**config.mk**
```make
export PLATFORM = sky130hd
export DESIGN_NAME = writeback_unit
export DESIGN_NICKNAME = d
export VERILOG_FILES = /design/src/rtl/cpu_pkg.sv /design/src/rtl/wb_fifo.sv /design/src/rtl/writeback_unit.sv
export SDC_FILE = /design/constraint.sdc
export NUM_CORES = 1
export LEC_CHECK = 0
export CAP_MARGIN = 20
export CORE_MARGIN = 4
export CORE_UTILIZATION = 35
export CTS_CLUSTER_SIZE = 14
export DETAILED_ROUTE_END_ITERATION = 6
export GPL_TIMING_DRIVEN = 0
export SETUP_SLACK_MARGIN = 0.02
export SLEW_MARGIN = 20
export SYNTH_ARGS = -nofsm -noshare
export SYNTH_HDL_FRONTEND = slang
export SYNTH_HIERARCHICAL = 1
export SYNTH_SLANG_ARGS = --single-unit
export TNS_END_PERCENT = 30
```
**constraint.sdc**
```tcl
create_clock -name clk -period 7.58 [get_ports clk]
set_input_delay 2.274 -clock clk [delete_from_list [all_inputs] [get_ports clk]]
set_output_delay 2.274 -clock clk [all_outputs]
set_load 0.02 [all_outputs]
```
**src/rtl/cpu_pkg.sv**
```systemverilog
// Shared CPU definitions: default data width, register index width,
// writeback FSM states and the default writeback queue entry layout.
package cpu_pkg;

  localparam int unsigned XLEN_DEFAULT = 32;
  localparam int unsigned REG_AW       = 5;

  typedef enum logic [1:0] {
    StIdle,
    StIssue,
    StWait
  } wb_state_e;

  typedef struct packed {
    logic [REG_AW-1:0]       rd;
    logic [XLEN_DEFAULT-1:0] data;
  } wb_entry_t;

endpackage

```
**src/rtl/wb_fifo.sv**
```systemverilog
// Writeback queue: power-of-two circular buffer that exposes its storage, read
// pointer and occupancy so the owner can scan pending entries in age order.
module wb_fifo
  import cpu_pkg::*;
#(
  parameter int unsigned DEPTH   = 4,
  parameter type         entry_t = wb_entry_t
) (
  input  logic                     clk,
  input  logic                     reset,
  input  logic                     i_push,
  input  entry_t                   i_data,
  input  logic                     i_pop,
  output entry_t                   o_head,
  output entry_t                   o_mem [DEPTH],
  output logic [$clog2(DEPTH)-1:0] o_rptr,
  output logic [$clog2(DEPTH):0]   o_count,
  output logic                     o_full,
  output logic                     o_empty
);

  localparam int unsigned AW = $clog2(DEPTH);
  localparam int unsigned CW = AW + 1;

  entry_t          r_mem [DEPTH];
  logic [AW-1:0]   r_wptr;
  logic [AW-1:0]   r_rptr;
  logic [CW-1:0]   r_count;
  logic            w_do_push;
  logic            w_do_pop;

  assign o_full    = (r_count == CW'(DEPTH));
  assign o_empty   = (r_count == '0);
  assign w_do_push = i_push && !o_full;
  assign w_do_pop  = i_pop && !o_empty;

  // Pointers wrap naturally because DEPTH is a power of two.
  always_ff @(posedge clk or posedge reset) begin
    if (reset) begin
      r_wptr  <= '0;
      r_rptr  <= '0;
      r_count <= '0;
    end else begin
      if (w_do_push) r_wptr <= r_wptr + AW'(1);
      if (w_do_pop)  r_rptr <= r_rptr + AW'(1);
      case ({w_do_push, w_do_pop})
        2'b10:   r_count <= r_count + CW'(1);
        2'b01:   r_count <= r_count - CW'(1);
        default: r_count <= r_count;
      endcase
    end
  end

  always_ff @(posedge clk) begin
    if (w_do_push) r_mem[r_wptr] <= i_data;
  end

  assign o_head  = r_mem[r_rptr];
  assign o_mem   = r_mem;
  assign o_rptr  = r_rptr;
  assign o_count = r_count;

endmodule

```
**src/rtl/writeback_unit.sv**
```systemverilog
// Writeback unit: queues execute results and drains them to the register file
// through an IDLE/ISSUE/WAIT handshake. Define WB_FORWARD_EN to add forwarding ports.
module writeback_unit
  import cpu_pkg::*;
#(
  parameter int unsigned DEPTH = 4,
  parameter int unsigned XLEN  = XLEN_DEFAULT
) (
  input  logic                   clk,
  input  logic                   reset,
  input  logic                   res_valid,
  output logic                   res_ready,
  input  logic [REG_AW-1:0]      res_rd,
  input  logic [XLEN-1:0]        res_data,
  output logic                   we,
  output logic [REG_AW-1:0]      wa,
  output logic [XLEN-1:0]        wd,
  input  logic                   wr,
  input  logic [REG_AW-1:0]      ra1,
  input  logic [REG_AW-1:0]      ra2,
  output logic                   hazard1,
  output logic                   hazard2,
`ifdef WB_FORWARD_EN
  output logic                   fwd1_valid,
  output logic                   fwd2_valid,
  output logic [XLEN-1:0]        fwd1_data,
  output logic [XLEN-1:0]        fwd2_data,
`endif
  output logic [$clog2(DEPTH):0] count,
  output logic                   full,
  output logic                   empty
);

  localparam int unsigned AW = $clog2(DEPTH);

  typedef struct packed {
    logic [REG_AW-1:0] rd;
    logic [XLEN-1:0]   data;
  } wb_ent_t;

  wb_state_e        r_state;
  wb_state_e        w_state_next;
  logic [REG_AW-1:0] r_wa;
  logic [XLEN-1:0]  r_wd;
  logic             w_pop;
  wb_ent_t          w_head;
  wb_ent_t          w_mem [DEPTH];
  wb_ent_t          w_in;
  logic [AW-1:0]    w_rptr;
  logic [AW-1:0]    w_idx;
  logic [AW:0]      w_count;
  logic             w_hit1;
  logic             w_hit2;
`ifdef WB_FORWARD_EN
  logic [XLEN-1:0]  w_fdat1;
  logic [XLEN-1:0]  w_fdat2;
`endif

  assign w_in = '{rd: res_rd, data: res_data};

  // x0 results complete the handshake but are never queued.
  wb_fifo #(
    .DEPTH   (DEPTH),
    .entry_t (wb_ent_t)
  ) u_fifo (
    .clk     (clk),
    .reset   (reset),
    .i_push  (res_valid && (res_rd != '0)),
    .i_data  (w_in),
    .i_pop   (w_pop),
    .o_head  (w_head),
    .o_mem   (w_mem),
    .o_rptr  (w_rptr),
    .o_count (w_count),
    .o_full  (full),
    .o_empty (empty)
  );

  assign res_ready = !full;
  assign count     = w_count;

  always_ff @(posedge clk or posedge reset) begin
    if (reset) r_state <= StIdle;
    else       r_state <= w_state_next;
  end

  always_comb begin
    w_state_next = r_state;
    unique case (r_state)
      StIdle:  if (!empty && wr) w_state_next = StIssue;
      StIssue: w_state_next = StWait;
      StWait:  if (wr) w_state_next = StIdle;
      default: w_state_next = StIdle;
    endcase
  end

  always_comb begin
    we    = (r_state == StIssue);
    w_pop = (r_state == StIssue);
  end

  // Address/data are captured on entry to ISSUE and held afterwards.
  always_ff @(posedge clk or posedge reset) begin
    if (reset) begin
      r_wa <= '0;
      r_wd <= '0;
    end else if (r_state == StIdle && w_state_next == StIssue) begin
      r_wa <= w_head.rd;
      r_wd <= w_head.data;
    end
  end

  assign wa = r_wa;
  assign wd = r_wd;

  // Scan oldest to youngest so the last match is the youngest pending write.
  always_comb begin
    w_hit1 = we && (wa == ra1);
    w_hit2 = we && (wa == ra2);
    w_idx  = '0;
`ifdef WB_FORWARD_EN
    w_fdat1 = wd;
    w_fdat2 = wd;
`endif
    for (int i = 0; i < int'(DEPTH); i++) begin
      w_idx = w_rptr + AW'(i);
      if (i < int'(w_count)) begin
        if (w_mem[w_idx].rd == ra1) begin
          w_hit1 = 1'b1;
`ifdef WB_FORWARD_EN
          w_fdat1 = w_mem[w_idx].data;
`endif
        end
        if (w_mem[w_idx].rd == ra2) begin
          w_hit2 = 1'b1;
`ifdef WB_FORWARD_EN
          w_fdat2 = w_mem[w_idx].data;
`endif
        end
      end
    end
  end

`ifdef WB_FORWARD_EN
  assign hazard1    = 1'b0;
  assign hazard2    = 1'b0;
  assign fwd1_valid = w_hit1 && (ra1 != '0);
  assign fwd2_valid = w_hit2 && (ra2 != '0);
  assign fwd1_data  = w_fdat1;
  assign fwd2_data  = w_fdat2;
`else
  assign hazard1 = w_hit1 && (ra1 != '0);
  assign hazard2 = w_hit2 && (ra2 != '0);
`endif

endmodule

```
==> summary by stage <==
Outcome
The flow ran to the end, and the final reports show no timing, DRC or antenna violations.

GRT
The busiest layer in global routing is met2. Global routing consumed, on the met1 layer, 17.89% of the routing resources. In the global route stage, met3 resource usage came out at 3.822%. The via count of the first global-routing pass is 4862. The wire length of the first global-routing pass is 27770 um. The largest net degree at the start of global routing is 40. The number of antenna violations at the first check in global routing came to 0. The total track usage is 13.80%.

The met2 usage in global routing is 23.51%. The overflow left after global routing is 0.

STA
The share of the clock period used by the worst path after layout is 84.10%. The smallest hold slack is 0.5118 ns. At the pin with the least slew margin, the transition time is 0.9644 ns. The hold violation count in the final report is 0. The shortest period the worst path allows is 6.375 ns. Clock skew on the completed layout was measured at 0.01009 ns. Setup violations remaining at the end of the flow were counted as 0.

The final-layout setup total negative slack is 0 ns. The maximum frequency from static timing analysis is 156.9 MHz. Setup repair after global routing left no endpoint under its margin.

Measured against its own limit, the worst slew margin works out to 34.80%. The count of final max-slew check failures is 0.

Power
The maximum vdd ir drop is 0.1856 mV. The leakage component of the power is 3.501 nW. In this run the power density over the cells is 407.4 mW/mm2. The sum of internal, switching and leakage power is 4.184 mW.

Clock network
The worst-case clock buffer depth is 2. The tree is rooted in a clkbuf_16. Once the clock tree was built, the setup fixing pass inserted 0 buffers. The number of buffers inserted during clock tree synthesis is 17. The count of instances resized after the clock tree is built is 0. The H-tree level count is 4. Clock latency on the worst-skew pair, taken at its later pin, is 0.42 ns.

After clock tree synthesis, the clock-pin slew on the worst setup and hold paths is 0.07 ns. TritonCTS built the clock tree. The number of clock sinks is 194. The total of hold buffers inserted after clock tree synthesis is 0.

Finish
The filler cells instantiated in the layout total 2085. Compared with the post-synthesis result, the final layout area differs by 22.19%. The fraction of the core area covered by cells at the end of the flow is 43.63%. Of the cells placed in the final design, the portion with a size suffix greater than 1 is 25.27%. The total area of multi-input combinational cells is 0.002630 mm2. The count of cells in the finished layout, fillers not included, comes to 869. The number of nets in the layout is 594. Summing all flip-flop and latch instances after layout gives 0.005595 mm2. The antenna diode instance count is 0.

Place
The number of port buffers is 86. The number of placed instances with taps included is 837. At the end of routability-driven placement, the weighted congestion stood at 0.9025.

Once detailed placement completed, the half-perimeter wirelength came to 11560 um.

Drt
The total wire length is 17770 um. Dividing the detail-routed wire length by the instance count gives 20.45 um. The residual antenna-violating net count after detailed routing is 0. The first routing iteration left 333 violations. The first-pass iteration count of the detailed router is 4. The number of vias per cell after detailed routing is 5.001. For this run, design rule violations remaining after detail routing come to 0. The via count is 4346.

Yosys
Synthesis instantiated 34 different standard cells from the library. After synthesis, the largest area contributor takes up 52.87% of total cell area. The most used standard cell by instance count after synthesis is edfxtp_1. The post-synthesis async set-or-reset flop share is 23.71%.

Synthesis produced a netlist whose cell count is 432. Among all flip-flop cells after synthesis, the most frequent one is edfxtp_1. For this run, the number of Yosys warnings is 6.

The synthesized cell area is 0.008406 mm2. Sorting the synthesized cells by how often they occur yields edfxtp_1, dfrtp_1, mux4_2. The mean instance size in the synthesized netlist is 19.46 um2. The count of flip-flops with a built-in enable after synthesis is 148. The number of nets handed over by synthesis was 489.

The total of flip-flops plus latches after synthesis is 194. The cell type with the largest total area after synthesis is edfxtp_1. By area the synthesized netlist is led by edfxtp_1, dfrtp_1, mux4_2. The proportion of synthesized chip area in sequential cells is 66.57%.

Critical path
The worst setup path is captured at an output port. The required arrival time at the worst endpoint is 5.31 ns. Of all nets on the critical path, the largest fanout is 6.

The highest-delay cell along the critical path is clkdlybuf4s50_1. STA classifies the critical path startpoint as a primary input. The type of the setup path with the least slack is in2out.

The largest single stage delay on the critical path is 0.63 ns. The arrival time of data at the critical path endpoint is 4.10 ns. Traced cell by cell, the critical path runs through clkbuf_1, xor2_1, nor4_1, a311oi_1, a21oi_1, clkdlybuf4s50_1.

Job
The max-capacitance violation count is 0.

Floorplan
The core area is 0.02354 mm2. The die is 163.0 um wide. For this configuration, the core starts out at a cell density of 35.70%. The die covers 0.02656 mm2. From bottom edge to top edge, the die measures 163.0 um.

Row generation in the floorplan step produced 56 rows. The I/O pin count is 97.

Hold path
The path class of the tightest hold or removal check is reg2reg.
[power by group]
group          switching (mW)  total, mW  leakage, nW  internal [mW]
sequential              0.158       1.61         1.90           1.45
clock                   0.419      0.891        0.291          0.472
combinational           0.821       1.68         1.31          0.864
[worst max-delay path: cells and delay by family]
family	cells	cell delay (ns)
buffers and inverters	2	0.94
AO/OA/AOI/OAI	2	0.40
AND/OR/NAND/NOR	1	0.35
XOR/XNOR	1	0.13
[per-stage QoR]
stage	worst slack, ns	instance area [um2]
floorplan	1.904	8406
global placement	1.355	9666
detailed placement	1.279	9678
CTS	1.274	10270
global route	1.125	10270
finish	1.205	10270
[flip-flops by register name, indices dropped and copies added, names as in the netlist]
register	cells
r_state	2
u_fifo/o_count	3
u_fifo/o_mem	148
u_fifo/o_rptr	2
u_fifo/r_wptr	2
wa	5
wd	32
[path summary, 6_finish.rpt]
path	slack, ns	endpoint	depth (start not counted)	start
max	1.21	hazard2	6	ra2[4]
min	0.51	wd[1]	1	wd[1]
max reg2reg	4.50	wd[29]	5	u_fifo/o_count[2]
min reg2reg	0.51	wd[1]	1	wd[1]
max in group asynchronous	4.81	wd[10]	2	reset
min in group asynchronous	2.21	u_fifo/r_wptr[1]	2	reset
[per-layer routing]
layer	up-vias	share of wire (%)
li1	1936	-
met1	2290	43
met2	106	51
met3	14	5.0
met4	0	0.90
met5	-	0
[final cells by class]
| type | instances | share of cell area, % |
|---|---|---|
| timing repair buffer | 86 | 8.381 |
| clock buffer | 17 | 4.142 |
| inverter | 9 | 0.3533 |
| clock inverter | 15 | 1.632 |
| tap | 319 | 3.886 |
| sequential | 194 | 54.48 |
| multi-input combinational | 203 | 25.61 |
| buffer | 26 | 1.523 |
[logic make-up after synthesis]
group,after synthesis,synth area share [%]
AOI/OAI and AO/OA,9,0.7294
xor gates and xnor gates,56,5.835
adders and majority gates,6,0.9824
buffers and inverters,35,2.262
DFF,194,66.57
muxes,96,21.02
and+or+nand+nor,36,2.605
[cell usage in the layout (no fill, tap or decap), drive strengths merged, types with 6 or more instances in the layout]
cell type / count
buf: 15
clkbuf: 28
clkdlybuf4s50: 86
dfrtp: 46
edfxtp: 148
inv: 17
mux2: 38
mux4: 57
nand4: 6
nor3: 8
xnor2: 31
xor2: 25
No activity file was read; power rests on OpenSTA's default activity.
